<file path="config.mk">
export PLATFORM = sky130hd
export DESIGN_NAME = uart_rx_ctrl
export DESIGN_NICKNAME = d
export VERILOG_FILES = /design/src/rtl/uart_pkg.sv /design/src/rtl/uart_byte_fifo.sv /design/src/rtl/uart_rx_ctrl.sv
export SDC_FILE = /design/constraint.sdc
export NUM_CORES = 1
export LEC_CHECK = 0
export CORE_MARGIN = 8
export CORE_UTILIZATION = 55
export CTS_CLUSTER_SIZE = 8
export DETAILED_ROUTE_END_ITERATION = 8
export PLACE_DENSITY_LB_ADDON = 0.15
export SYNTH_ARGS = -nofsm -noshare
export SYNTH_HDL_FRONTEND = slang
export SYNTH_SLANG_ARGS = --single-unit
</file>
<file path="constraint.sdc">
create_clock -name Clock -period 3.2 [get_ports Clock]
set_clock_uncertainty 0.15 [all_clocks]
set_input_delay 0.96 -clock Clock [delete_from_list [all_inputs] [get_ports Clock]]
set_output_delay 0.96 -clock Clock [all_outputs]
set_load 0.02 [all_outputs]
</file>
<file path="src/rtl/uart_pkg.sv">
// Shared encodings and constants for the UART receive controller.
package uart_pkg;

    typedef enum logic [1:0] {
        ST_CFG     = 2'd0,
        ST_ARM     = 2'd1,
        ST_FRAME   = 2'd2,
        ST_QUIESCE = 2'd3
    } state_e;

    localparam int unsigned MODE_W = 8;
    localparam int unsigned BAUD_W = 16;
    localparam int unsigned ERR_W  = 3;

    // Clocks per bit at a 50 MHz system clock
    localparam logic [BAUD_W-1:0] BAUD_DIV_4800  = 16'd10416;
    localparam logic [BAUD_W-1:0] BAUD_DIV_9600  = 16'd5208;
    localparam logic [BAUD_W-1:0] BAUD_DIV_19200 = 16'd2604;
    localparam logic [BAUD_W-1:0] BAUD_DIV_57600 = 16'd868;

    // Mode byte field positions
    localparam int unsigned MODE_BAUD_HI = 7;
    localparam int unsigned MODE_BAUD_LO = 6;
    localparam int unsigned MODE_STOP1   = 5;
    localparam int unsigned MODE_PAR_ODD = 1;
    localparam int unsigned MODE_PAR_EN  = 0;

    // Sticky error flag positions
    localparam int unsigned ERR_PAR = 0;
    localparam int unsigned ERR_FRM = 1;
    localparam int unsigned ERR_OVR = 2;

    // Baud select field to divisor
    function automatic logic [BAUD_W-1:0] baud_decode(input logic [1:0] sel);
        logic [BAUD_W-1:0] div;
        case (sel)
            2'b00:   div = BAUD_DIV_4800;
            2'b01:   div = BAUD_DIV_9600;
            2'b10:   div = BAUD_DIV_19200;
            default: div = BAUD_DIV_57600;
        endcase
        return div;
    endfunction

endpackage

</file>
<file path="src/rtl/uart_byte_fifo.sv">
// First-word fall-through byte FIFO; a push into a full FIFO is accepted only alongside a pop.
module uart_byte_fifo #(
    parameter int unsigned DEPTH = 4,
    parameter int unsigned WIDTH = 8
) (
    input  logic                     Clock,
    input  logic                     Reset_n,
    input  logic                     push,
    input  logic [WIDTH-1:0]         push_data,
    input  logic                     pop,
    output logic [WIDTH-1:0]         head_data_c,
    output logic [$clog2(DEPTH):0]   count,
    output logic                     empty_c,
    output logic                     overrun_c
);

    localparam int unsigned PTR_W = $clog2(DEPTH);
    localparam int unsigned CNT_W = $clog2(DEPTH) + 1;

    logic [WIDTH-1:0] mem [DEPTH];
    logic [PTR_W-1:0] wr_ptr;
    logic [PTR_W-1:0] rd_ptr;
    logic             full_c;
    logic             do_push;
    logic             do_pop;

    assign empty_c     = (count == '0);
    assign full_c      = (count == CNT_W'(DEPTH));
    assign do_pop      = pop & ~empty_c;
    assign do_push     = push & (~full_c | do_pop);
    assign overrun_c   = push & full_c & ~pop;
    assign head_data_c = mem[rd_ptr];

    // Storage write
    always_ff @(posedge Clock or negedge Reset_n) begin
        if (!Reset_n) begin
            for (int i = 0; i < int'(DEPTH); i++) begin
                mem[i] <= '0;
            end
        end else if (do_push) begin
            mem[wr_ptr] <= push_data;
        end
    end

    // Pointers and occupancy
    always_ff @(posedge Clock or negedge Reset_n) begin
        if (!Reset_n) begin
            wr_ptr <= '0;
            rd_ptr <= '0;
            count  <= '0;
        end else begin
            if (do_push) begin
                wr_ptr <= wr_ptr + PTR_W'(1);
            end
            if (do_pop) begin
                rd_ptr <= rd_ptr + PTR_W'(1);
            end
            case ({do_push, do_pop})
                2'b10:   count <= count + CNT_W'(1);
                2'b01:   count <= count - CNT_W'(1);
                default: count <= count;
            endcase
        end
    end

endmodule

</file>
<file path="src/rtl/uart_rx_ctrl.sv">
// Receiver controller: mode/baud ownership, enable sequencing, byte buffering, RTS and error flags.
module uart_rx_ctrl
    import uart_pkg::*;
#(
    parameter int unsigned DEPTH  = 4,
    parameter int unsigned RTS_HI = 3,
    parameter int unsigned RTS_LO = 1
) (
    input  logic                   Clock,
    input  logic                   Reset_n,
    input  logic                   cfg_we,
    input  logic [7:0]             cfg_data,
    output logic                   cfg_busy,
    output logic [7:0]             mode,
    output logic [15:0]            baud_div,
    output logic                   rx_en,
    input  logic                   rx_busy,
    input  logic                   rx_valid,
    input  logic [7:0]             rx_byte,
    input  logic                   rx_par_err,
    input  logic                   rx_frm_err,
    output logic                   out_valid,
    output logic [7:0]             out_data,
    input  logic                   out_ready,
    output logic                   RTS,
    output logic [2:0]             err_status,
    input  logic                   err_clr,
    output logic [$clog2(DEPTH):0] fifo_count
);

    localparam int unsigned CNT_W = $clog2(DEPTH) + 1;
    localparam logic [CNT_W-1:0] RTS_HI_C = CNT_W'(RTS_HI);
    localparam logic [CNT_W-1:0] RTS_LO_C = CNT_W'(RTS_LO);

    state_e              state_q;
    state_e              state_d;
    logic [MODE_W-1:0]   pending_q;
    logic [MODE_W-1:0]   pending_d;
    logic [MODE_W-1:0]   mode_d;
    logic [MODE_W-1:0]   apply_byte;
    logic [BAUD_W-1:0]   baud_d;
    logic                cfg_busy_d;
    logic                rx_en_d;
    logic                rts_d;
    logic [ERR_W-1:0]    err_d;
    logic                rx_accept;
    logic                fifo_empty;
    logic                fifo_overrun;

    uart_byte_fifo #(
        .DEPTH (DEPTH),
        .WIDTH (8)
    ) u_fifo (
        .Clock       (Clock),
        .Reset_n     (Reset_n),
        .push        (rx_accept),
        .push_data   (rx_byte),
        .pop         (out_ready),
        .head_data_c (out_data),
        .count       (fifo_count),
        .empty_c     (fifo_empty),
        .overrun_c   (fifo_overrun)
    );

    assign out_valid = ~fifo_empty;

    // Registered state and outputs
    always_ff @(posedge Clock or negedge Reset_n) begin
        if (!Reset_n) begin
            state_q    <= ST_CFG;
            pending_q  <= '0;
            mode       <= '0;
            baud_div   <= BAUD_DIV_4800;
            cfg_busy   <= 1'b0;
            rx_en      <= 1'b0;
            RTS        <= 1'b0;
            err_status <= '0;
        end else begin
            state_q    <= state_d;
            pending_q  <= pending_d;
            mode       <= mode_d;
            baud_div   <= baud_d;
            cfg_busy   <= cfg_busy_d;
            rx_en      <= rx_en_d;
            RTS        <= rts_d;
            err_status <= err_d;
        end
    end

    // Next state, configuration sequencing, receiver enable and RTS hysteresis
    always_comb begin
        state_d    = state_q;
        pending_d  = pending_q;
        mode_d     = mode;
        baud_d     = baud_div;
        cfg_busy_d = cfg_busy;
        rx_accept  = 1'b0;
        apply_byte = cfg_we ? cfg_data : pending_q;

        case (state_q)
            ST_CFG: begin
                if (cfg_we) begin
                    mode_d  = cfg_data;
                    baud_d  = baud_decode(cfg_data[MODE_BAUD_HI:MODE_BAUD_LO]);
                    state_d = ST_ARM;
                end
            end
            ST_ARM: begin
                rx_accept = rx_valid;
                if (cfg_we) begin
                    pending_d  = cfg_data;
                    cfg_busy_d = 1'b1;
                    state_d    = ST_QUIESCE;
                end else if (rx_busy) begin
                    state_d = ST_FRAME;
                end
            end
            ST_FRAME: begin
                rx_accept = rx_valid;
                if (cfg_we) begin
                    pending_d  = cfg_data;
                    cfg_busy_d = 1'b1;
                end
                if (rx_valid) begin
                    state_d = (cfg_busy || cfg_we) ? ST_QUIESCE : ST_ARM;
                end
            end
            ST_QUIESCE: begin
                rx_accept = rx_valid;
                if (cfg_we) begin
                    pending_d = cfg_data;
                end
                if (!rx_busy) begin
                    mode_d     = apply_byte;
                    baud_d     = baud_decode(apply_byte[MODE_BAUD_HI:MODE_BAUD_LO]);
                    cfg_busy_d = 1'b0;
                    state_d    = ST_ARM;
                end
            end
            default: begin
                state_d = ST_CFG;
            end
        endcase

        rx_en_d = (state_d == ST_ARM) || (state_d == ST_FRAME);

        if (!rx_en_d) begin
            rts_d = 1'b0;
        end else if (fifo_count >= RTS_HI_C) begin
            rts_d = 1'b0;
        end else if (fifo_count <= RTS_LO_C) begin
            rts_d = 1'b1;
        end else begin
            rts_d = RTS;
        end
    end

    // Sticky error flags; a new set beats a simultaneous clear
    always_comb begin
        err_d = err_clr ? '0 : err_status;
        if (rx_accept && rx_par_err && mode[MODE_PAR_EN]) begin
            err_d[ERR_PAR] = 1'b1;
        end
        if (rx_accept && rx_frm_err) begin
            err_d[ERR_FRM] = 1'b1;
        end
        if (fifo_overrun) begin
            err_d[ERR_OVR] = 1'b1;
        end
    end

endmodule

</file>
# Word-level counts from Yosys, hierarchy flattened
# Index checks and enable logic that the tools add are counted.
[word_totals]
register_bits = 79
mem_bits_ro = 0
input_bits = 25
wordCells = 106
memories = 0
ram_bits = 0
latchBits = 0
[classes]
div = 0
n_eq_ne = 16
multipliers = 0
bitwise_logic = 10
shift = 0
order_cmp = 5
muxes = 34
addsub = 4
n_reduce_logical = 20
[ops]
columns = ["operator", "count"]
rows = [
  ["$pmux 14 s3", 2],
  ["$mux 8", 6],
  ["$bwmux 32", 1],
  ["$mux 16", 2],
  ["$pmux 16 s2", 1],
  ["$bmux 8 s2", 1],
  ["$demux 8 s2", 1],
  ["$pmux 8 s2", 1],
  ["$eq 2x2->1 const B", 6],
  ["$mux 2", 6],
  ["$reduce_bool 2->1", 6],
  ["$eq 2x1->1 const B", 5],
  ["$mux 1", 9],
  ["$pmux 2 s4", 1],
  ["$ge 3x3->1 const B", 2],
  ["$logic_not 2->1", 3],
  ["$not 2->3", 2],
  ["$pmux 3 s2", 1],
  ["$reduce_and 3->1", 2],
  ["$add 2x1->2 const B", 2],
  ["$and 1x1->1", 4],
  ["$logic_and 1x1->1", 4],
  ["$ne 2x2->1 const B", 2],
  ["$add 3x1->3 const B", 1],
  ["other kinds (15)", 18],
]

# Logic depth before layout (Yosys ltp)
[logic_depth]
word_depth = 7
mapped_depth = 10
ltp_nobuf = 9

# Cells and area by module
# From an unflattened synthesis, not the netlist that was laid out.
[hier_totals]
hier_cells = 279
area_unflattened_um2 = 3590.9
[by_module_without_submodules]
columns = ["module", "instances", "cells_each", "area_per_inst_um2"]
rows = [
  ["uart_byte_fifo", 1, 115, 1803.0],
  ["uart_rx_ctrl", 1, 164, 1788.0],
]

# Worst setup path before layout
# OpenSTA, ideal clock, no wires.
[synth_path]
path_type = "reg2out"
from = "register u_fifo.rd_ptr[0]"
to = "output out_data[0]"
path_buffers = 1
stages_incl_launch_ff = 3
required_ns = 2.090
arrival_time_ns = 1.163
path_slack_ns = 0.927
path_cell_list = "dfrtp_1 > buf_2 > mux4_2"
[synth_between]
elab_chain_len = 4
[synth_lines]
columns = ["element", "line_no", "text"]
rows = [
  ["from (decl)", "uart_byte_fifo.sv:22", "logic [PTR_W-1:0] rd_ptr;"],
  ["from (signal assigned)", "uart_byte_fifo.sv:56", "rd_ptr <= rd_ptr + PTR_W'(1);"],
  ["$not 2->3 (not written as such)", "uart_byte_fifo.sv:32", "assign head_data_c = mem[rd_ptr];"],
  ["$bmux 8 s2", "uart_byte_fifo.sv:32", ""],
  ["$mux 8 (not written as such) (2 in series)", "uart_byte_fifo.sv:32", ""],
  ["to (decl)", "uart_rx_ctrl.sv:23", "output logic [7:0] out_data,"],
]
# Every way passes these cells. The select of a mux whose other input is x is not followed.

# Worst setup path after layout
[layout_path]
from = "register u_fifo.rd_ptr[0]"
to = "output out_data[1]"
# The elaborated chain is that of the path after synthesis.

==> flow_metrics.tcl <==
set metrics [dict create \
    synth-seq-cells 72 \
    synthArstFlopShare 1.00 \
    status "finished clean" \
    dp.cells 423 \
    place.gp.congestion 0.849 \
    netlist_area_um2 3650 \
    finalWirelength_um 7130 \
    layout-drive-gt1-share 0.240 \
    vdd_drop_max_mv 0.636 \
    cts_buffers 9 \
    antenna_found_initial 0 \
    rsz0062_at_grt "no" \
    antenna_left 0 \
    drt-initial-drc-count 69 \
    whs_ns 0.337 \
    cts_setup_buffers 0 \
    die_area_um2 9510 \
    synth_ff_type "dfrtp_1" \
    synth.distinct_cells 44 \
    nFillCells 437 \
    synth_area_leaders "dfrtp_1, mux2_2, ha_1, mux4_2, mux2i_1" \
    power_frac_seq 0.334 \
    fp.dieW_um 97.5 \
    cp-end-kind "primary output" \
    cts.path.max_buffers 2 \
    antennaDiodeCount 0 \
    timing.final.crit_share 0.964 \
    vias_per_cell 5.35 \
    area_delta_synth_final_pct 25.2 \
    p_per_area_nw_per_um2 1110 \
    tns_ns 0 \
    min_period_ns 3.08 \
    fin_util 0.716 \
    slowest_stage "clkdlybuf4s50_1" \
    io_pins 67 \
    htree_levels 3 \
    drc 0 \
    die-height_um 97.5 \
    grt_pass1_wl_um 12100 \
    path_class "reg -> out" \
    drv_cap 0 \
    p_sw_w 0.00186 \
    final-hold-violation-count 0 \
    clock.fmax_ghz 0.324 \
    insertion_delay_ns 0.33 \
    path_max_fanout 7 \
    slew_violations 0 \
    dp_slack_ns 0.274 \
    portBuffers 62 \
    num_vias 2350 \
    cts.sinks 72 \
    required_ns 2.09 \
    p_leak_nw 2.05 \
    initial_core_util 0.572 \
    grt_remaining_overflow 0 \
    p_sw_frac 0.367 \
    holdBufCountCts 0 \
    synth-edff-count 0 \
    clk_pin_slew_ns 0.08 \
    grt_start_max_net_pins 35 \
    worstMarginPinSlew_ns 0.675 \
    yosys.area.top_type "dfrtp_1" \
    setup_viol 0 \
    max_stage_delay_ns 0.56 \
    ys_seq_area_frac 0.494 \
    final.setup.worst_slack_ns 0.116 \
    intPower_w 0.00321 \
    wl_per_cell_um 16.2 \
    worstSetupStartpointType "register" \
    syn_inst 290 \
    dpl.hpwl_um 5190 \
    avgSynthCellArea_um2 12.6 \
    coreArea_um2 6390 \
    final_cells 439 \
    cts_resized 0 \
    grt_pass1_vias 2463 \
    root_buffer "clkbuf_8" \
    yosysWarnings 0 \
    p_clk_frac 0.151 \
    hold_path.class "in -> async" \
    combPwrFrac 0.515 \
    slew_headroom 0.550 \
    drt_pass1_iterations 4 \
    rows 29 \
    grt_usage 0.154 \
    cp.arrival_ns 1.97 \
    cts_tree "yes" \
    synth_top_area_share 0.466 \
    nets 405 \
    worstPathCellList "buf_12, mux4_2, clkdlybuf4s50_1" \
]
==> metrics by stage <==
step	power (W)	cell area [um^2]
after global placement	0.00427	4360
after global routing	0.00541	4570
after floorplan	0.00340	3670
final	0.00507	4570
after detailed placement	0.00434	4360
after CTS	0.00513	4570
==> cells in the mapped netlist (3+ instances only) <==
library cell,instances
a21oi_1,11
mux4_2,8
nand2_4,4
mux2i_1,11
xnor2_1,4
buf_2,4
dfrtp_1,68
dfstp_2,4
o21ai_0,11
buf_4,9
a31oi_1,3
nand2_1,10
o211ai_1,3
o22ai_1,3
inv_1,23
nor2_1,19
mux2_2,41
ha_1,23
==> path summary, 6_finish.rpt <==
check	start	endpoint	slack, ns	cells past startpoint
setup / recovery	u_fifo.rd_ptr[0]	out_data[1]	0.12	3
hold / removal	Reset_n	u_fifo.mem[14]	0.34	1
setup reg to reg	state_q[1]	u_fifo.count[2]	0.76	8
hold reg to reg	u_fifo.mem[7]	u_fifo.mem[7]	0.35	1
max in group asynchronous	Reset_n	baud_div[11]	1.86	2
min in group Clock	u_fifo.mem[7]	u_fifo.mem[7]	0.35	1
==> worst max-delay path: cells and delay by family, from the launching register on <==
family	cells	cell delay, ns
buffers and inverters	2	0.71
DFF	1	0.43
muxes	1	0.50
==> state kept, by name, indices dropped and copies added, names as in the netlist <==
register	flops
u_fifo.mem	32
baud_div	9
rx_en	1
err_status	3
RTS	1
u_fifo.rd_ptr	2
cfg_busy	1
mode	8
u_fifo.count	3
state_q	2
pending_q	8
u_fifo.wr_ptr	2
==> layer usage <==
metal  part of all wire  global-route usage  up-vias
met5                  0                   0        -
met4              0.010              0.0606        0
met3              0.044              0.0469        6
met2               0.50               0.257       49
met1               0.44               0.181     1153
li1                   -                   -     1142
==> power groups by stage <==
stage                     Combinational [W]  Clock (W)  Sequential (W)
final                               0.00261   0.000764         0.00169
after global routing                0.00284   0.000825         0.00175
after CTS                           0.00265   0.000783         0.00170
after detailed placement            0.00263          0         0.00171
after global placement              0.00259          0         0.00168
after floorplan                     0.00161          0         0.00178
==> cells in the final DEF (no fill, tap or decap), types with 2 or more instances in the layout <==
| cell type | count |
|---|---|
| a21oi_1 | 11 |
| a31oi_1 | 3 |
| buf_12 | 3 |
| buf_4 | 4 |
| bufinv_16 | 2 |
| clkbuf_8 | 9 |
| clkdlybuf4s50_1 | 61 |
| clkinv_2 | 3 |
| conb_1 | 4 |
| dfrtp_1 | 67 |
| dfstp_2 | 4 |
| ha_1 | 23 |
| inv_1 | 23 |
| mux2_1 | 2 |
| mux2_2 | 41 |
| mux2i_1 | 11 |
| mux4_2 | 8 |
| nand2_1 | 10 |
| nand2_4 | 4 |
| nor2_1 | 19 |
| nor2b_1 | 2 |
| o211ai_1 | 3 |
| o21ai_0 | 11 |
| o22ai_1 | 3 |
| o311ai_0 | 2 |
| xnor2_1 | 4 |
| xor2_1 | 2 |
==> kinds of logic (layout without fill, tap and decap cells) <==
| family | Yosys count | in the layout | share of synthesized area |
|---|---|---|---|
| DFF | 72 | 72 | 0.494 |
| and+or+nand+nor | 43 | 43 | 0.0623 |
| other | 1 | 4 | 0.00103 |
| muxes | 62 | 62 | 0.212 |
| buffers and inverters | 40 | 109 | 0.0537 |
| xor gates and xnor gates | 6 | 6 | 0.0144 |
| adders and majority gates | 24 | 24 | 0.0815 |
| AOI/OAI and AO/OA | 42 | 42 | 0.0808 |
==> area by class of cell <==
cell class	count	area [um^2]	area share
Inverter	24	90.1	0.0197
Sequential cell	72	1810	0.395
Clock inverter	6	83.8	0.0183
Tap cell	77	96.3	0.0211
Multi-Input combinational cell	181	1660	0.364
Timing Repair Buffer	69	706	0.154
Clock buffer	10	128	0.0279
Note: power is estimated with default switching activity, not from simulation.
